**config.mk**
```make
export PLATFORM = sky130hd
export DESIGN_NAME = dram_burst_arbiter_flat
export DESIGN_NICKNAME = d
export VERILOG_FILES = /design/src/rtl/dram_burst_arbiter_pkg.sv /design/src/rtl/dram_burst_arbiter_if.sv /design/src/rtl/dram_burst_arbiter_rr_arb2.sv /design/src/rtl/dram_burst_arbiter.sv /design/src/flat_wrapper.sv
export SDC_FILE = /design/constraint.sdc
export NUM_CORES = 1
export LEC_CHECK = 0
export BUFFER_PORTS_ARGS = -buffer_cell sky130_fd_sc_hd__buf_4
export CAP_MARGIN = 20
export CORE_AREA = 2 2 410 412
export DETAILED_ROUTE_END_ITERATION = 10
export DIE_AREA = 0 0 412 414
export GPL_ROUTABILITY_DRIVEN = 1
export RECOVER_POWER = 100
export SLEW_MARGIN = 15
export SYNTH_ARGS = -nofsm -noshare
export SYNTH_HDL_FRONTEND = slang
export SYNTH_HIERARCHICAL = 1
export SYNTH_SLANG_ARGS = --single-unit
```
**constraint.sdc**
```tcl
create_clock -name clk -period 3.6 [get_ports clk]
set_clock_uncertainty 0.2 [all_clocks]
set_input_delay 0.36 -clock clk [delete_from_list [all_inputs] [get_ports clk]]
set_output_delay 0.36 -clock clk [all_outputs]
set_load 0.1 [all_outputs]
```
**src/rtl/dram_burst_arbiter_pkg.sv**
```systemverilog
// ---------------------------------------------------------------------------
// dram_arb_pkg
// Shared constants, types and helpers for the two-port DRAM burst arbiter.
//   LINE_W / BEAT_W / BEATS : cache line, DRAM beat and beats-per-line sizes
//   arb_state_t             : arbiter transaction state
//   line_t                  : a cache line viewed as an array of DRAM beats
//   line_align()            : clears the in-line offset bits of an address
// ---------------------------------------------------------------------------
package dram_arb_pkg;

    localparam int LINE_W = 256;
    localparam int BEAT_W = 64;
    localparam int BEATS  = LINE_W / BEAT_W;
    localparam int ADDR_W = 32;

    typedef enum logic [2:0] {
        IDLE    = 3'd0,
        RD_REQ  = 3'd1,
        RD_DATA = 3'd2,
        WR_DATA = 3'd3,
        DONE    = 3'd4
    } arb_state_t;

    typedef logic [BEATS-1:0][BEAT_W-1:0] line_t;

    // A line spans 32 bytes, so the low five address bits never reach DRAM.
    function automatic logic [ADDR_W-1:0] line_align(input logic [ADDR_W-1:0] a);
        return {a[ADDR_W-1:5], 5'b00000};
    endfunction

endpackage

```
**src/rtl/dram_burst_arbiter_if.sv**
```systemverilog
// ---------------------------------------------------------------------------
// dram_burst_arbiter_if
// Bundles the cache-side request/response signals and the DRAM burst port.
//   Cache side : req, we, addr0/1, wdata0/1 (in to arbiter); resp, rdata (out)
//   DRAM side  : bmem_addr, bmem_read, bmem_write, bmem_wdata (out);
//                bmem_ready, bmem_raddr, bmem_rdata, bmem_rvalid (in)
//   Status     : err (out)
// Modports: slave = arbiter view, master = environment (caches + DRAM) view.
// ---------------------------------------------------------------------------
interface dram_burst_arbiter_if;
    import dram_arb_pkg::*;

    logic [1:0]        req;
    logic [1:0]        we;
    logic [ADDR_W-1:0] addr0;
    logic [ADDR_W-1:0] addr1;
    logic [LINE_W-1:0] wdata0;
    logic [LINE_W-1:0] wdata1;
    logic [1:0]        resp;
    logic [LINE_W-1:0] rdata;
    logic [ADDR_W-1:0] bmem_addr;
    logic              bmem_read;
    logic              bmem_write;
    logic [BEAT_W-1:0] bmem_wdata;
    logic              bmem_ready;
    logic [ADDR_W-1:0] bmem_raddr;
    logic [BEAT_W-1:0] bmem_rdata;
    logic              bmem_rvalid;
    logic              err;

    modport slave (
        input  req, we, addr0, addr1, wdata0, wdata1,
        input  bmem_ready, bmem_raddr, bmem_rdata, bmem_rvalid,
        output resp, rdata, bmem_addr, bmem_read, bmem_write, bmem_wdata, err
    );

    modport master (
        output req, we, addr0, addr1, wdata0, wdata1,
        output bmem_ready, bmem_raddr, bmem_rdata, bmem_rvalid,
        input  resp, rdata, bmem_addr, bmem_read, bmem_write, bmem_wdata, err
    );

endinterface

```
**src/rtl/dram_burst_arbiter_rr_arb2.sv**
```systemverilog
// ---------------------------------------------------------------------------
// rr_arb2
// Two-way round-robin arbiter. Grant is combinational from the requests and
// the priority pointer; the pointer flips on every enabled, non-empty grant.
//   clk, rst_n : clock, asynchronous active-low reset
//   i_req[1:0] : request vector
//   i_en       : grant enable (the grant is being consumed this cycle)
//   o_gnt[1:0] : one-hot grant (zero when nobody requests)
// ---------------------------------------------------------------------------
module rr_arb2 (
    input  logic       clk,
    input  logic       rst_n,
    input  logic [1:0] i_req,
    input  logic       i_en,
    output logic [1:0] o_gnt
);

    // r_ptr = 0 favours port 0 on a tie, 1 favours port 1.
    logic       r_ptr;
    logic [1:0] w_gnt;

    // Pick the winner; a lone requester wins regardless of the pointer.
    always_comb begin
        w_gnt = 2'b00;
        case (i_req)
            2'b01:   w_gnt = 2'b01;
            2'b10:   w_gnt = 2'b10;
            2'b11:   w_gnt = r_ptr ? 2'b10 : 2'b01;
            default: w_gnt = 2'b00;
        endcase
    end

    // Priority pointer: flip after every grant that is actually taken.
    always_ff @(posedge clk or negedge rst_n) begin
        if (!rst_n) begin
            r_ptr <= 1'b0;
        end else if (i_en && (i_req != 2'b00)) begin
            r_ptr <= ~r_ptr;
        end else begin
            r_ptr <= r_ptr;
        end
    end

    assign o_gnt = w_gnt;

endmodule

```
**src/rtl/dram_burst_arbiter.sv**
```systemverilog
// ---------------------------------------------------------------------------
// dram_burst_arbiter
// Shares one DRAM burst port between the I-cache (port 0) and D-cache
// (port 1). One whole-line transaction at a time: a read issues a single
// address command and collects four tagged beats; a write streams four beats
// under bmem_ready flow control. Completion is a one-cycle resp pulse.
//   clk, rst_n : clock, asynchronous active-low reset
//   bus        : dram_burst_arbiter_if.slave (cache requests, DRAM port, err)
// All outputs come straight from flops.
// ---------------------------------------------------------------------------
module dram_burst_arbiter
    import dram_arb_pkg::*;
(
    input  logic                 clk,
    input  logic                 rst_n,
    dram_burst_arbiter_if.slave  bus
);

    arb_state_t        r_state;
    logic [1:0]        r_gnt;
    logic [1:0]        r_cnt;
    logic [1:0]        r_resp;
    line_t             r_line;
    logic [ADDR_W-1:0] r_bmem_addr;
    logic              r_bmem_read;
    logic              r_bmem_write;
    logic [BEAT_W-1:0] r_bmem_wdata;
    logic              r_err;

    logic [1:0]        w_gnt;
    logic              w_arb_en;
    logic              w_sel_we;
    logic [ADDR_W-1:0] w_sel_addr;
    line_t             w_sel_wdata;
    logic              w_beat_hit;
    logic              w_beat_err;

    // Requests are only looked at while idle.
    assign w_arb_en = (r_state == IDLE);

    rr_arb2 u_rr_arb2 (
        .clk   (clk),
        .rst_n (rst_n),
        .i_req (bus.req),
        .i_en  (w_arb_en),
        .o_gnt (w_gnt)
    );

    // Route the winning port's request fields towards the latch.
    always_comb begin
        if (w_gnt[1]) begin
            w_sel_we    = bus.we[1];
            w_sel_addr  = line_align(bus.addr1);
            w_sel_wdata = bus.wdata1;
        end else begin
            w_sel_we    = bus.we[0];
            w_sel_addr  = line_align(bus.addr0);
            w_sel_wdata = bus.wdata0;
        end
    end

    // Classify a returning read beat: accepted only in RD_DATA with a matching
    // tag; anything else (wrong tag, wrong state, late beat) is a protocol error.
    always_comb begin
        w_beat_hit = 1'b0;
        w_beat_err = 1'b0;
        if (bus.bmem_rvalid) begin
            if ((r_state == RD_DATA) && (bus.bmem_raddr == r_bmem_addr)) begin
                w_beat_hit = 1'b1;
            end else begin
                w_beat_err = 1'b1;
            end
        end else begin
            w_beat_hit = 1'b0;
            w_beat_err = 1'b0;
        end
    end

    // Transaction FSM with all outputs registered alongside the state.
    always_ff @(posedge clk or negedge rst_n) begin
        if (!rst_n) begin
            r_state      <= IDLE;
            r_gnt        <= 2'b00;
            r_cnt        <= 2'd0;
            r_resp       <= 2'b00;
            r_line       <= {LINE_W{1'b0}};
            r_bmem_addr  <= {ADDR_W{1'b0}};
            r_bmem_read  <= 1'b0;
            r_bmem_write <= 1'b0;
            r_bmem_wdata <= {BEAT_W{1'b0}};
            r_err        <= 1'b0;
        end else begin
            if (w_beat_err) begin
                r_err <= 1'b1;
            end else begin
                r_err <= r_err;
            end

            case (r_state)
                IDLE: begin
                    r_resp <= 2'b00;
                    if (w_gnt != 2'b00) begin
                        r_gnt       <= w_gnt;
                        r_bmem_addr <= w_sel_addr;
                        r_cnt       <= 2'd0;
                        if (w_sel_we) begin
                            // The line buffer doubles as the write-data holding register.
                            r_line       <= w_sel_wdata;
                            r_bmem_wdata <= w_sel_wdata[0];
                            r_bmem_write <= 1'b1;
                            r_bmem_read  <= 1'b0;
                            r_state      <= WR_DATA;
                        end else begin
                            r_bmem_read  <= 1'b1;
                            r_bmem_write <= 1'b0;
                            r_state      <= RD_REQ;
                        end
                    end else begin
                        r_state <= IDLE;
                    end
                end

                RD_REQ: begin
                    if (bus.bmem_ready) begin
                        r_bmem_read <= 1'b0;
                        r_cnt       <= 2'd0;
                        r_state     <= RD_DATA;
                    end else begin
                        r_state <= RD_REQ;
                    end
                end

                RD_DATA: begin
                    if (w_beat_hit) begin
                        r_line[r_cnt] <= bus.bmem_rdata;
                        // Counter wraps 3 -> 0 exactly as the state leaves RD_DATA.
                        r_cnt <= r_cnt + 2'd1;
                        if (r_cnt == 2'd3) begin
                            r_resp  <= r_gnt;
                            r_state <= DONE;
                        end else begin
                            r_state <= RD_DATA;
                        end
                    end else begin
                        r_state <= RD_DATA;
                    end
                end

                WR_DATA: begin
                    if (bus.bmem_ready) begin
                        r_cnt <= r_cnt + 2'd1;
                        if (r_cnt == 2'd3) begin
                            r_bmem_write <= 1'b0;
                            r_resp       <= r_gnt;
                            r_state      <= DONE;
                        end else begin
                            r_bmem_wdata <= r_line[r_cnt + 2'd1];
                            r_state      <= WR_DATA;
                        end
                    end else begin
                        r_state <= WR_DATA;
                    end
                end

                DONE: begin
                    r_resp  <= 2'b00;
                    r_state <= IDLE;
                end

                default: begin
                    r_resp       <= 2'b00;
                    r_bmem_read  <= 1'b0;
                    r_bmem_write <= 1'b0;
                    r_cnt        <= 2'd0;
                    r_state      <= IDLE;
                end
            endcase
        end
    end

    assign bus.resp       = r_resp;
    assign bus.rdata      = r_line;
    assign bus.bmem_addr  = r_bmem_addr;
    assign bus.bmem_read  = r_bmem_read;
    assign bus.bmem_write = r_bmem_write;
    assign bus.bmem_wdata = r_bmem_wdata;
    assign bus.err        = r_err;

endmodule

```
**src/flat_wrapper.sv**
```systemverilog
// flat-port wrapper written by rule: the top's interface ports become plain ports
module dram_burst_arbiter_flat import dram_arb_pkg::*;
  (clk, rst_n, bus_req, bus_we, bus_addr0, bus_addr1, bus_wdata0, bus_wdata1, bus_bmem_ready, bus_bmem_raddr, bus_bmem_rdata, bus_bmem_rvalid, bus_resp, bus_rdata, bus_bmem_addr, bus_bmem_read, bus_bmem_write, bus_bmem_wdata, bus_err);
  dram_burst_arbiter_if bus_i ();
  input  logic clk;
  input  logic rst_n;
  input wire logic [$bits(bus_i.req)-1:0] bus_req;
  input wire logic [$bits(bus_i.we)-1:0] bus_we;
  input wire logic [$bits(bus_i.addr0)-1:0] bus_addr0;
  input wire logic [$bits(bus_i.addr1)-1:0] bus_addr1;
  input wire logic [$bits(bus_i.wdata0)-1:0] bus_wdata0;
  input wire logic [$bits(bus_i.wdata1)-1:0] bus_wdata1;
  input wire logic [$bits(bus_i.bmem_ready)-1:0] bus_bmem_ready;
  input wire logic [$bits(bus_i.bmem_raddr)-1:0] bus_bmem_raddr;
  input wire logic [$bits(bus_i.bmem_rdata)-1:0] bus_bmem_rdata;
  input wire logic [$bits(bus_i.bmem_rvalid)-1:0] bus_bmem_rvalid;
  output wire logic [$bits(bus_i.resp)-1:0] bus_resp;
  output wire logic [$bits(bus_i.rdata)-1:0] bus_rdata;
  output wire logic [$bits(bus_i.bmem_addr)-1:0] bus_bmem_addr;
  output wire logic [$bits(bus_i.bmem_read)-1:0] bus_bmem_read;
  output wire logic [$bits(bus_i.bmem_write)-1:0] bus_bmem_write;
  output wire logic [$bits(bus_i.bmem_wdata)-1:0] bus_bmem_wdata;
  output wire logic [$bits(bus_i.err)-1:0] bus_err;
  assign bus_i.req = bus_req;
  assign bus_i.we = bus_we;
  assign bus_i.addr0 = bus_addr0;
  assign bus_i.addr1 = bus_addr1;
  assign bus_i.wdata0 = bus_wdata0;
  assign bus_i.wdata1 = bus_wdata1;
  assign bus_i.bmem_ready = bus_bmem_ready;
  assign bus_i.bmem_raddr = bus_bmem_raddr;
  assign bus_i.bmem_rdata = bus_bmem_rdata;
  assign bus_i.bmem_rvalid = bus_bmem_rvalid;
  assign bus_resp = bus_i.resp;
  assign bus_rdata = bus_i.rdata;
  assign bus_bmem_addr = bus_i.bmem_addr;
  assign bus_bmem_read = bus_i.bmem_read;
  assign bus_bmem_write = bus_i.bmem_write;
  assign bus_bmem_wdata = bus_i.bmem_wdata;
  assign bus_err = bus_i.err;
  dram_burst_arbiter u_core (.clk(clk), .rst_n(rst_n), .bus(bus_i));
endmodule
```
==> results_dict.tcl <==
set metrics [dict create \
    cp_max_fo 64 \
    layout.nets 4163 \
    buffer_depth_of_the_longest_clock_path 3 \
    detailedRoute.firstPassIterationCount 5 \
    cts-buffers-inserted 48 \
    yosys_register_bits 360 \
    postLayoutCellArea_sq_mm 0.0378 \
    top_layer_used "met5" \
    initial_utilization_pct 12.9 \
    clock_latency_ns 0.67 \
    hold_path_class "in -> reg" \
    fp.coreArea_sq_mm 0.166 \
    max_slew.worst_pin.slew_ns 2.89 \
    final_max_slew_viol_count 102 \
    clock_power_share_pct 12.5 \
    final_hold_viol_count 0 \
    timing.final.crit_period_ns 3.56 \
    finalCritPeriodShare_pct 98.9 \
    synthArstFlopShare_pct 100 \
    p_int_mw 16.3 \
    cap_violations 14 \
    htree_num_levels 2 \
    final-setup-viol-count 0 \
    design.die.area_sq_mm 0.171 \
    cts.sink_count 360 \
    synth_edf_count 0 \
    wirelength_mm 159 \
    share_comb_of_total_power_pct 69.4 \
    met3WireLength_mm 14.8 \
    crit_path_cell_trace "xor2_1, or4b_2, nor4_4, and4_1, o21ai_4, buf_12, a221o_1" \
    synthDominantAreaCellType "dfrtp_1" \
    power.ir.vdd_worst_uv 946 \
    fin_tns_setup_ns 0 \
    wire_length_of_the_first_global_routing_pass_mm 210 \
    synth_top_cells_by_count "a21oi_1 (484), dfrtp_1 (360), mux2i_1 (283)" \
    status "complete, but fails checks" \
    timing_worst_setup_path_type "reg -> reg" \
    synth.most_common_cell "a21oi_1" \
    synthToLayoutAreaGrowth_pct 76.1 \
    count_of_mapped_cells_out_of_synthesis 1970 \
    die-width_microns 412 \
    slew_headroom_pct -92.4 \
    worst_ep_required_time_ns 3.92 \
    syn_area_per_cell_sq_um 10.9 \
    clk_pin_slew_ns 0.07 \
    post_route_cells_drive_above_1_share_pct 33.1 \
    sequentialPowerShare_pct 18.1 \
    avgRoutedWirePerCell_microns 27.6 \
    p_per_cell_area_mw_per_mm2 1120 \
    post_cts.repair.setup_buffers 0 \
    route.layer.met1.wl_mm 64.0 \
    dr.first_iter.drc_count 2293 \
    route.detailed.vias_per_inst 4.26 \
    worstSetupEndpointType "flop" \
    cts-root-buf "clkbuf_16" \
    max_clock_freq_mhz 281 \
    antenna_violations_before_repair 64 \
    rsz0062_at_grt "no" \
    crit_path_top_delay_cell "or4b_2" \
    placement.io_buffers 1021 \
    globalRouteTotalUtil_pct 17.7 \
    postSynth.topFlopCell "dfrtp_1" \
    post_synth_main_area_contributors "dfrtp_1 (42%), mux2i_1 (13%), mux2_2 (11%), a21oi_1 (11%), mux4_2 (6.7%)" \
    post-synth-top-area-fraction_pct 42.0 \
    post-dp-hpwl_mm 124 \
    power.switching_fraction_pct 61.4 \
    globalRouteOverflowTotal 0 \
    routabilityCongestion 0.959 \
    first_global_vias 24400 \
    drt_drc_violations_left 0 \
    worst-endpoint-arrival_ns 3.88 \
    leakage_power_of_the_design_nw 16.2 \
    synthesis.yosys.warnings 6 \
    synth.lib_cells_used.distinct 49 \
    i_o_pin_cnt 1037 \
    chipHeight_microns 414 \
    grt_start_max_net_pins 153 \
    placed_cell_area_sq_mm 0.0326 \
    failed_checks "capacitance limit, slew limit" \
    route.vias.total 24500 \
    timing.critical_path.from_type "flop" \
    cts_tree "yes" \
    synthesis.area_sq_mm 0.0215 \
    critPathMaxStageDelay_ns 0.75 \
    routed-wl-met2_mm 73.3 \
    proportion_of_synthesized_chip_area_in_sequential_cells_pct 42.0 \
    total_switching_power_mw 26.0 \
    row_count 150 \
    post-layout-total-power_mw 42.3 \
    postRouteAntennaNets 0 \
]
routing by layer:
metal / track usage [%] / up-vias
met3: 5.06 / 306
li1: - / 10400
met5: 0 / -
met1: 22.2 / 12200
met2: 28.8 / 1503
met4: 6.44 / 16
worst max-delay path, delay by kind of cell (launching register included):
family                 cells  cell delay [ns]
flip-flops                 1             0.40
XOR/XNOR                   1             0.24
AO/OA/AOI/OAI              2             0.50
AND/OR/NAND/NOR            3             1.66
buffers and inverters      1             0.23
cell families after synthesis:
kind of cell,share of synthesized area (%)
xor+xnor,1.18
flops,42.0
fa+ha+maj,0.233
mux,33.3
simple gates,4.13
other cells,0.0175
compound gates,15.2
buf+inv,3.91
cells in the final DEF (no fill, tap or decap), types with 7 or more instances in the layout:
| cell | count |
|---|---|
| clkbuf_2 | 10 |
| dfrtp_1 | 359 |
| mux2i_1 | 283 |
| buf_4 | 743 |
| nand2_1 | 11 |
| diode_2 | 22 |
| clkinv_2 | 7 |
| nand4_1 | 9 |
| xor2_1 | 11 |
| clkbuf_1 | 373 |
| dlygate4sd3_1 | 490 |
| clkbuf_8 | 12 |
| mux2_2 | 216 |
| xnor2_1 | 18 |
| buf_12 | 30 |
| clkbuf_16 | 48 |
| mux2_1 | 40 |
| mux4_2 | 64 |
| a221o_1 | 64 |
| a21oi_1 | 483 |
| inv_1 | 8 |
| nor2_1 | 161 |
through the flow:
| stage | hold WS, ns | utilization (%) | cells | setup WS [ns] |
|---|---|---|---|---|
| after floorplan | -0.136 | - | 1974 | 0.0396 |
| after global placement | 0.240 | 19.6 | 5143 | 0.0799 |
| after detailed placement | 0.250 | 19.6 | 5143 | 0.0583 |
| after CTS | 0.000113 | 23.6 | 5721 | 0.0985 |
| after global routing | 0.0390 | 22.7 | 5733 | 0.00247 |
| final | 0.0547 | 22.7 | 5743 | 0.0384 |
power by group through the flow:
stage	Combinational (mW)	Sequential [mW]	Clock (mW)
detailed placement	30.1	7.68	0
finish	29.3	7.67	5.28
global route	30.3	7.85	5.56
global placement	29.9	7.63	0
CTS	30.9	7.65	5.42
floorplan	8.73	19.6	0
final timing paths:
path	cells after the start	slack (ns)	startpoint	endpoint
min in group asynchronous	2	1.02	rst_n	u_core/bus.rdata[189]
max reg2reg	7	0.04	u_core/bus.bmem_addr[7]	u_core/bus.rdata[29]
max in group asynchronous	3	0.40	rst_n	u_core/bus.rdata[127]
max	7	0.04	u_core/bus.bmem_addr[7]	u_core/bus.rdata[29]
min reg2reg	1	0.26	u_core/bus.err	u_core/bus.err
min	4	0.05	bus_wdata1[0]	u_core/bus.bmem_wdata[0]
cell type report:
class	instances	area (sq um)
Multi-Input combinational cell	1420	11700
Antenna cell	22	55.1
Clock inverter	18	255
Inverter	8	30.0
Fill cell	18200	128000
Clock buffer	70	1400
Sequential cell	360	9010
Timing Repair Buffer	1641	12500
Tap cell	2204	2760
state kept, by name, summed over array words and instances, names as in the netlist, 2 cells and up:
signal,count
u_core/bus.resp,2
u_core/r_state,3
u_core/bus.bmem_addr,27
u_core/r_gnt,2
u_core/bus.rdata,256
u_core/bus.bmem_wdata,64
u_core/r_cnt,2
what timing repair did:
action                    4_1_cts  5_1_grt
hold buffers                  490        0
hold endpoints to repair      376        0
gates resized for setup         0        0
Note: power is estimated with default switching activity, not from simulation.
